$ cat config.mk
export PLATFORM = sky130hd
export DESIGN_NAME = csr_access_arbiter
export DESIGN_NICKNAME = d
export VERILOG_FILES = /design/src/rtl/csr_access_arbiter.sv
export SDC_FILE = /design/constraint.sdc
export NUM_CORES = 1
export LEC_CHECK = 0
export CAP_MARGIN = 5
export CORE_ASPECT_RATIO = 0.6
export CORE_MARGIN = 5
export CORE_UTILIZATION = 35
export CTS_BUF_LIST = sky130_fd_sc_hd__clkbuf_16
export CTS_CLUSTER_DIAMETER = 150
export CTS_CLUSTER_SIZE = 24
export DETAILED_ROUTE_END_ITERATION = 8
export DONT_BUFFER_PORTS = 1
export PLACE_DENSITY_LB_ADDON = 0.08
export SYNTH_ARGS = -nofsm -noshare
export SYNTH_HDL_FRONTEND = slang
export SYNTH_SLANG_ARGS = --single-unit
$ cat constraint.sdc
create_clock -name clk -period 1.95 [get_ports clk]
set_input_delay 0.4875 -clock clk [delete_from_list [all_inputs] [get_ports clk]]
set_output_delay 0.4875 -clock clk [all_outputs]
set_load 0.02 [all_outputs]
$ cat src/rtl/csr_access_arbiter.sv
// Two-requester (core, debug) arbiter in front of a single CSR file port.
// Optional macro CSR_ARB_AGING_EN adds debug starvation avoidance via an age counter.
//
// state  | meaning
// IDLE   | no transaction; arbitrate incoming requests
// ACCESS | drive the latched request onto the CSR port, capture read data
// RESP   | pulse owner's rvalid; arbitrate the next request
module csr_access_arbiter #(
    parameter int unsigned AGE_LIMIT = 4
) (
    input  logic        clk,
    input  logic        rst_n,
    input  logic        core_req_i,
    input  logic [11:0] core_addr_i,
    input  logic [31:0] core_wdata_i,
    input  logic [1:0]  core_op_i,
    output logic        core_gnt_o,
    output logic        core_rvalid_o,
    output logic [31:0] core_rdata_o,
    input  logic        dbg_req_i,
    input  logic [11:0] dbg_addr_i,
    input  logic [31:0] dbg_wdata_i,
    input  logic [1:0]  dbg_op_i,
    output logic        dbg_gnt_o,
    output logic        dbg_rvalid_o,
    output logic [31:0] dbg_rdata_o,
    output logic        csr_access_o,
    output logic [11:0] csr_addr_o,
    output logic [31:0] csr_wdata_o,
    output logic [1:0]  csr_op_o,
    input  logic [31:0] csr_rdata_i,
    output logic        busy_o
);

    typedef enum logic [1:0] {
        IDLE   = 2'd0,
        ACCESS = 2'd1,
        RESP   = 2'd2
    } state_t;

    state_t      state;
    state_t      state_nxt;
    logic        owner_dbg_q;
    logic [11:0] addr_q;
    logic [31:0] wdata_q;
    logic [1:0]  op_q;
    logic [31:0] core_rdata_q;
    logic [31:0] dbg_rdata_q;
    logic        grant_core;
    logic        grant_dbg;
    logic        force_dbg;

`ifdef CSR_ARB_AGING_EN
    localparam logic [3:0] AGE_LIM = 4'(AGE_LIMIT);
    logic [3:0] age_q;

    assign force_dbg = (age_q == AGE_LIM);

    // Counts core wins while debug is waiting; any debug grant restarts it.
    always_ff @(posedge clk or negedge rst_n) begin
        if (!rst_n) begin
            age_q <= 4'd0;
        end else if (grant_dbg) begin
            age_q <= 4'd0;
        end else if (grant_core && dbg_req_i) begin
            age_q <= age_q + 4'd1;
        end
    end
`else
    assign force_dbg = 1'b0;
`endif

    always_comb begin
        state_nxt     = state;
        grant_core    = 1'b0;
        grant_dbg     = 1'b0;
        core_rvalid_o = 1'b0;
        dbg_rvalid_o  = 1'b0;
        csr_access_o  = 1'b0;
        csr_addr_o    = 12'd0;
        csr_wdata_o   = 32'd0;
        csr_op_o      = 2'd0;
        case (state)
            IDLE, RESP: begin
                if (state == RESP) begin
                    core_rvalid_o = ~owner_dbg_q;
                    dbg_rvalid_o  = owner_dbg_q;
                end
                grant_dbg  = dbg_req_i && (!core_req_i || force_dbg);
                grant_core = core_req_i && !grant_dbg;
                state_nxt  = (grant_core || grant_dbg) ? ACCESS : IDLE;
            end
            ACCESS: begin
                csr_access_o = 1'b1;
                csr_addr_o   = addr_q;
                csr_wdata_o  = wdata_q;
                csr_op_o     = op_q;
                state_nxt    = RESP;
            end
            default: state_nxt = IDLE;
        endcase
    end

    // Grants are combinational from the request; gate them so reset forces them low.
    assign core_gnt_o   = grant_core & rst_n;
    assign dbg_gnt_o    = grant_dbg & rst_n;
    assign core_rdata_o = core_rdata_q;
    assign dbg_rdata_o  = dbg_rdata_q;
    assign busy_o       = (state != IDLE);

    always_ff @(posedge clk or negedge rst_n) begin
        if (!rst_n) begin
            state        <= IDLE;
            owner_dbg_q  <= 1'b0;
            addr_q       <= 12'd0;
            wdata_q      <= 32'd0;
            op_q         <= 2'd0;
            core_rdata_q <= 32'd0;
            dbg_rdata_q  <= 32'd0;
        end else begin
            state <= state_nxt;
            if (grant_core) begin
                owner_dbg_q <= 1'b0;
                addr_q      <= core_addr_i;
                wdata_q     <= core_wdata_i;
                op_q        <= core_op_i;
            end else if (grant_dbg) begin
                owner_dbg_q <= 1'b1;
                addr_q      <= dbg_addr_i;
                wdata_q     <= dbg_wdata_i;
                op_q        <= dbg_op_i;
            end
            if (state == ACCESS) begin
                if (owner_dbg_q) begin
                    dbg_rdata_q <= csr_rdata_i;
                end else begin
                    core_rdata_q <= csr_rdata_i;
                end
            end
        end
    end

endmodule
==> results of run 1 <==
## stage by stage
stage	setup WS, ps	instances	cell area [um^2]	power [mW]
2_1_floorplan	49.4	364	5130	5.47
3_3_place_gp	239	535	5310	5.86
3_5_place_dp	168	535	5310	5.90
4_1_cts	-16.6	574	6150	9.51
5_1_grt	-68.0	579	6210	9.85
6_report	14.2	579	6210	9.40
## flip-flops by register name (all words and copies together) (netlist names)
name          cells
dbg_rdata_o      32
op_q              2
addr_q           12
wdata_q          32
state             2
owner_dbg_q       1
core_rdata_o     32
## layout by cell type (no fill, tap or decap), types with 2 or more instances in the layout
cell	n
diode_2	2
clkinvlp_4	2
and3b_1	2
buf_4	11
and2_4	7
mux2_1	30
mux2_2	34
buf_12	6
bufbuf_16	2
clkbuf_16	17
o221a_2	45
clkinv_4	4
inv_6	2
dfrtp_1	111
bufinv_16	5
dfrtp_2	2
and2_2	39
or4b_1	45
## power groups by stage
stage | clock, mW | sequential [mW] | combinational (mW)
CTS | 3.52 | 4.43 | 1.55
global route | 3.64 | 4.52 | 1.70
finish | 3.42 | 4.41 | 1.57
detailed placement | 0 | 4.46 | 1.44
global placement | 0 | 4.47 | 1.39
floorplan | 0 | 4.22 | 1.25
## logic make-up (layout without fill, tap and decap cells)
logic type	count (synthesis)	count (layout)	synth area share [%]
flops	113	113	55.1
compound gates	48	48	10.4
other cells	0	2	0
mux	64	64	14.0
simple gates	102	102	16.3
buf+inv	37	52	4.15
## worst paths after layout
check                                    start         endpoint  slack (ps)  depth (start not counted)
worst min register to register      wdata_q[1]       wdata_q[1]         550                          1
worst max-delay path                  state[1]  csr_wdata_o[30]          10                          3
worst min-delay path                     rst_n      wdata_q[17]        -230                          0
max in group asynchronous                rst_n  dbg_rdata_o[13]        1990                          0
min in group clk                csr_rdata_i[7]  core_rdata_o[7]         210                          1
worst max register to register        state[0]      wdata_q[27]          40                          6
## cell type report
class | instances | area share [%]
flip-flops and latches | 113 | 45.6
multi-input cells | 214 | 35.3
clock buffers | 17 | 6.85
repair buffers | 20 | 4.49
well taps | 198 | 3.99
clock inverters | 15 | 3.75
diodes | 2 | 0.0806
## routing by layer
layer	part of all wire [%]	up-vias	track usage, %
li1	-	1408	-
met5	0	-	0
met3	11	11	8.07
met2	45	147	24.0
met1	43	1634	21.2
met4	0.85	0	5.72
## critical path, delay by kind of cell (launching register included)
kind,cells,cell delay [ps]
buffers and inverters,1,180
DFF,1,450
and+or+nand+nor,2,400
## repair_timing
item | 4_1_cts | 5_1_grt
gates resized for setup | 53 | 10
buffers inserted | 5 | 3
pin swaps | 1 | 2
hold endpoints to repair | 113 | 113
gates cloned | 2 | 0
setup endpoints to repair | 52 | 85
==> results.md, run 1 <==
* Status: complete, but fails checks
* Failing checks: negative hold slack
* Switch Pwr at 3.13 mW
* Initial core utilization at 35.6%
* Num rows at 34
* Final period utilization at 99.3%
* Cell variety after synth at 23
* Via Count at 3,200
* Total number of H-tree levels at 4
* Global-route wire length before repair at 22,100 um
* CP Launch Type: flop
* Syn Inst Count at 364
* Post-synthesis sequential area ratio at 55.1%
* Post-Syn Nets at 492
* Post-synth top area cell: dfrtp_1
* Post-route minimum period at 1940 ps
* Final ANT Viol Nets at 0
* Unrepaired setup endpoints after global routing: yes
* Slowest CP cell: dfrtp_2
* Clk_skew at 10.3 ps
* Die Wd at 166 um
* Main synth FF type: dfrtp_1
* Slew headroom at 82.3%
* Most common library cells after synthesis: dfrtp_1, and2_1, or4b_1
* Grt ovf at 0
* Setup CP Type: reg2out
* Seq cells post-synth at 113
* Num CTS Buffers at 17
* Power per Cell Area at 1510 nW/um^2
* Part of the power in registers at 46.9%
* TritonCTS clock tree: done
* CORE AREA at 14,400 um^2
* Die H at 104 um
* Max stage delay on crit path at 450 ps
* Clock Power Share at 36.4%
* Final hold slack at -226 ps
* Net Sw Frac at 33.3%
* Setup TNS at 0 ps
* Initial DRC Count at 258
* Total GRT Usage at 16.4%
* Worst-path clk slew at 60 ps
* Dominant cells by area after synthesis: dfrtp_1, o221a_2, or4b_1, mux2_2, mux2_1
* Worst Path Arrival at 1450 ps
* Clock latency on the worst-skew pair at 410 ps
* Peak VDD IR at 0.608 mV
* Multi-input gate area at 2190 um^2
* Hold Crit Class: in2async
* Clk root buf: clkbuf_16
* Critical path endpoint category: primary output
* Synth Cell Area at 5130 um^2
* Total Wirelength at 14,200 um
* Post-synth EDFFs at 0
* Syn_area_per_cell at 14.1 um^2
* Fin util at 43.1%
* Area Growth Syn to Fin at 21.1%
* Ys Warns at 0
* Initial antenna violation count at 2
* Final setup viols at 0
* CTS sink cnt at 113
* Slew @ Worst Pin at 265 ps
* Top-count cell post-synth: dfrtp_1
* Top Ports at 244
* F_max at 0.517 GHz
* IO buf count at 0
* Vias in the first global route at 3,558
* Wirelength per Cell at 24.6 um
* Layout fillers at 1,322
* Synth top area share at 55.1%
* Gp weighted congestion at 0.726
* Register area at 2830 um^2
* P_int at 6.27 mW
* DR vias/cell at 5.53
* Largest net degree at the start of global routing at 116
* Nets at 494
* Max Cap Violations at 0
* Crit path max fanout at 33
* Worst path required time at 1460 ps
* Async SR Flop Fraction at 100%
* Residual DRC at 0
* Fin. max-slew vios at 0
* Final HPWL DP at 9470 um
* Layout cells sized above 1 at 48.8%
* DR pass1 iterations at 4
* Max Buffers Root-to-Sink at 2
* Cell Chain, Critical Path: nor2b_4 -> buf_12 -> and2_2
* Hold Fails Final Rpt at 113
* Die area at 17,300 um^2
* Lkg Pwr at 2.49 nW
* Logic pwr share at 16.7%
Power figures use the tool's default switching activity.
==> run 2: changes to the inputs <==
--- a/config.mk
+++ b/config.mk
@@ -10,7 +10,7 @@
 export CORE_MARGIN = 5
 export CORE_UTILIZATION = 35
 export CTS_BUF_LIST = sky130_fd_sc_hd__clkbuf_16
-export CTS_CLUSTER_DIAMETER = 150
+export CTS_CLUSTER_DIAMETER = 40
 export CTS_CLUSTER_SIZE = 24
 export DETAILED_ROUTE_END_ITERATION = 8
 export DONT_BUFFER_PORTS = 1
==> results of run 2 <==
Same layout as run 1: the final DEF is identical, and so are final timing and power.
==> run 3: changes to the inputs <==
--- a/config.mk
+++ b/config.mk
@@ -15,6 +15,7 @@
 export DETAILED_ROUTE_END_ITERATION = 8
 export DONT_BUFFER_PORTS = 1
 export PLACE_DENSITY_LB_ADDON = 0.08
+export SKIP_CTS_REPAIR_TIMING = 1
 export SYNTH_ARGS = -nofsm -noshare
 export SYNTH_HDL_FRONTEND = slang
 export SYNTH_SLANG_ARGS = --single-unit
==> constraint.sdc (replaced) <==
create_clock -name clk -period 1.9 [get_ports clk]
set_input_delay 0.475 -clock clk [delete_from_list [all_inputs] [get_ports clk]]
set_output_delay 0.475 -clock clk [all_outputs]
set_load 0.05 [all_outputs]
==> run 3 against run 2 <==
Effect of this change: the run ends with negative hold slack, negative setup slack left; clock power is 4% higher; final area rose by 17%; sequential power up 34%; worst setup slack worse by 230 ps; largest cell class unchanged.
==> results.md, run 3 (synthesis gave the netlist of run 1 again) <==
* Status: complete, but fails checks
* Failing checks: negative hold slack, negative setup slack
* Worst path required time at 1420 ps
* Global-route wire length before repair at 23,000 um
* Placed inst area at 6130 um^2
* Peak VDD IR at 0.813 mV
* CORE AREA at 14,400 um^2
* Total Wirelength at 15,700 um
* Hold Fails Final Rpt at 113
* Final setup viols at 51
* Hold Crit Class: in2async
* DR vias/cell at 5.45
* Initial antenna violation count at 1
* TritonCTS clock tree: done
* Clock latency on the worst-skew pair at 410 ps
* Final period utilization at 111%
* Num rows at 34
* Vias in the first global route at 3,608
* Final ANT Viol Nets at 0
* Setup ws final at -215 ps
* Num CTS Buffers at 17
* Critical path endpoint category: primary output
* Wirelength per Cell at 24.9 um
* Commonest non-fill, non-tap cell in the layout: dfrtp_1
* Worst-path clk slew at 60 ps
* F_max at 0.473 GHz
* Unrepaired setup endpoints after global routing: yes
* Fin util at 50.4%
* Fin area at 7270 um^2
* Residual DRC at 0
* Reg2Reg Setup Slack at 200 ps
* Top Ports at 244
* DR pass1 iterations at 6
* R2R depth at 6
* Via Count at 3,440
* Initial core utilization at 35.6%
* Crit path max fanout at 5
* Clk_skew at 13.8 ps
* Gp weighted congestion at 0.725
* Layout cells sized above 1 at 55.1%
* Final hold slack at -240 ps
* Slew @ Worst Pin at 508 ps
* Slew headroom at 66.1%
* Die Wd at 166 um
* Commonest cells after routing, fill and taps aside: dfrtp_1, and2_4, or4b_1, buf_12, o221a_2
* CP Launch Type: flop
* Lkg Pwr at 2.97 nW
* Largest net degree at the start of global routing at 116
* Grt ovf at 0
* Max Buffers Root-to-Sink at 2
* CTS sink cnt at 113
* Worst Path Arrival at 1640 ps
* Reg-to-reg startpoint: state[0]
* Reg-to-reg endpoint: core_rdata_o[25]
* Total GRT Usage at 16.7%
* IO buf count at 0
* Total number of H-tree levels at 4
* Clk root buf: clkbuf_16
* Nets at 547
* Fin. max-slew vios at 0
* Area Growth Syn to Fin at 41.7%
* Max Cap Violations at 0
* Die H at 104 um
* Final HPWL DP at 9890 um
* Initial DRC Count at 218
* Power per Cell Area at 1680 nW/um^2
* Critical path startpoint: state[1]
* Die area at 17,300 um^2
* Post-route minimum period at 2110 ps
* Setup CP Type: reg2out
[run 3: cell count changes in the layout (fill, tap and decap cells not counted), sizes merged]
cell / before / now
bufbuf: 2 / 0
diode: 2 / 1
buf: 18 / 66
clkbuf: 17 / 24
[run 3: how the worst max path moves through the flow]
| stage | end | slack [ps] |
|---|---|---|
| after floorplan | dbg_gnt_o | -280 |
| after CTS | csr_wdata_o[4] | -270 |
| after global routing | csr_wdata_o[31] | -270 |
| after detailed placement | csr_wdata_o[4] | 180 |
| final | csr_wdata_o[18] | -210 |
| after global placement | csr_wdata_o[4] | 240 |
[run 3: worst max-delay path, cell delays in order, from the launching register on]
cell       delay, ps
dfrtp_2          430
nor2b_4          200
clkbuf_16        190
clkbuf_16        150
and2_4           140
buf_12           130
[run 3: final cells by class]
cell class              count  area (um^2)
diodes                      1         2.50
clock buffers              17          425
clock inverters            15          233
fillers                  1245         7150
multi-input cells         214         2250
flip-flops and latches    113         2830
well taps                 198          248
repair buffers             73         1290
[run 3: layer usage]
layer | part of all wire, % | up-vias | track usage, % | routed length, um
li1 | - | 1518 | - | -
met1 | 43 | 1767 | 21.8 | 6800
met2 | 46 | 148 | 24.8 | 7250
met3 | 9.9 | 7 | 8.45 | 1550
met4 | 0.66 | 0 | 4.20 | 104
met5 | 0 | - | 0 | 0
[run 3: stage by stage]
stage / TNS (ps) / instances / worst slack, ps / power (mW)
6_report: -9050 / 631 / -215 / 12.2
5_1_grt: -11810 / 631 / -268 / 12.7
4_1_cts: -10890 / 611 / -266 / 12.0
3_5_place_dp: 0 / 579 / 181 / 8.37
3_3_place_gp: 0 / 579 / 238 / 8.31
2_1_floorplan: -276 / 364 / -276 / 7.37
[run 3: report_power, final]
part           internal (mW)  total, mW  switching [mW]  leakage (nW)
Clock                   2.35       3.54            1.20         0.317
Sequential              3.16       5.90            2.75          1.29
Combinational           1.53       2.77            1.24          1.37
Total                   7.03       12.2            5.19          2.97
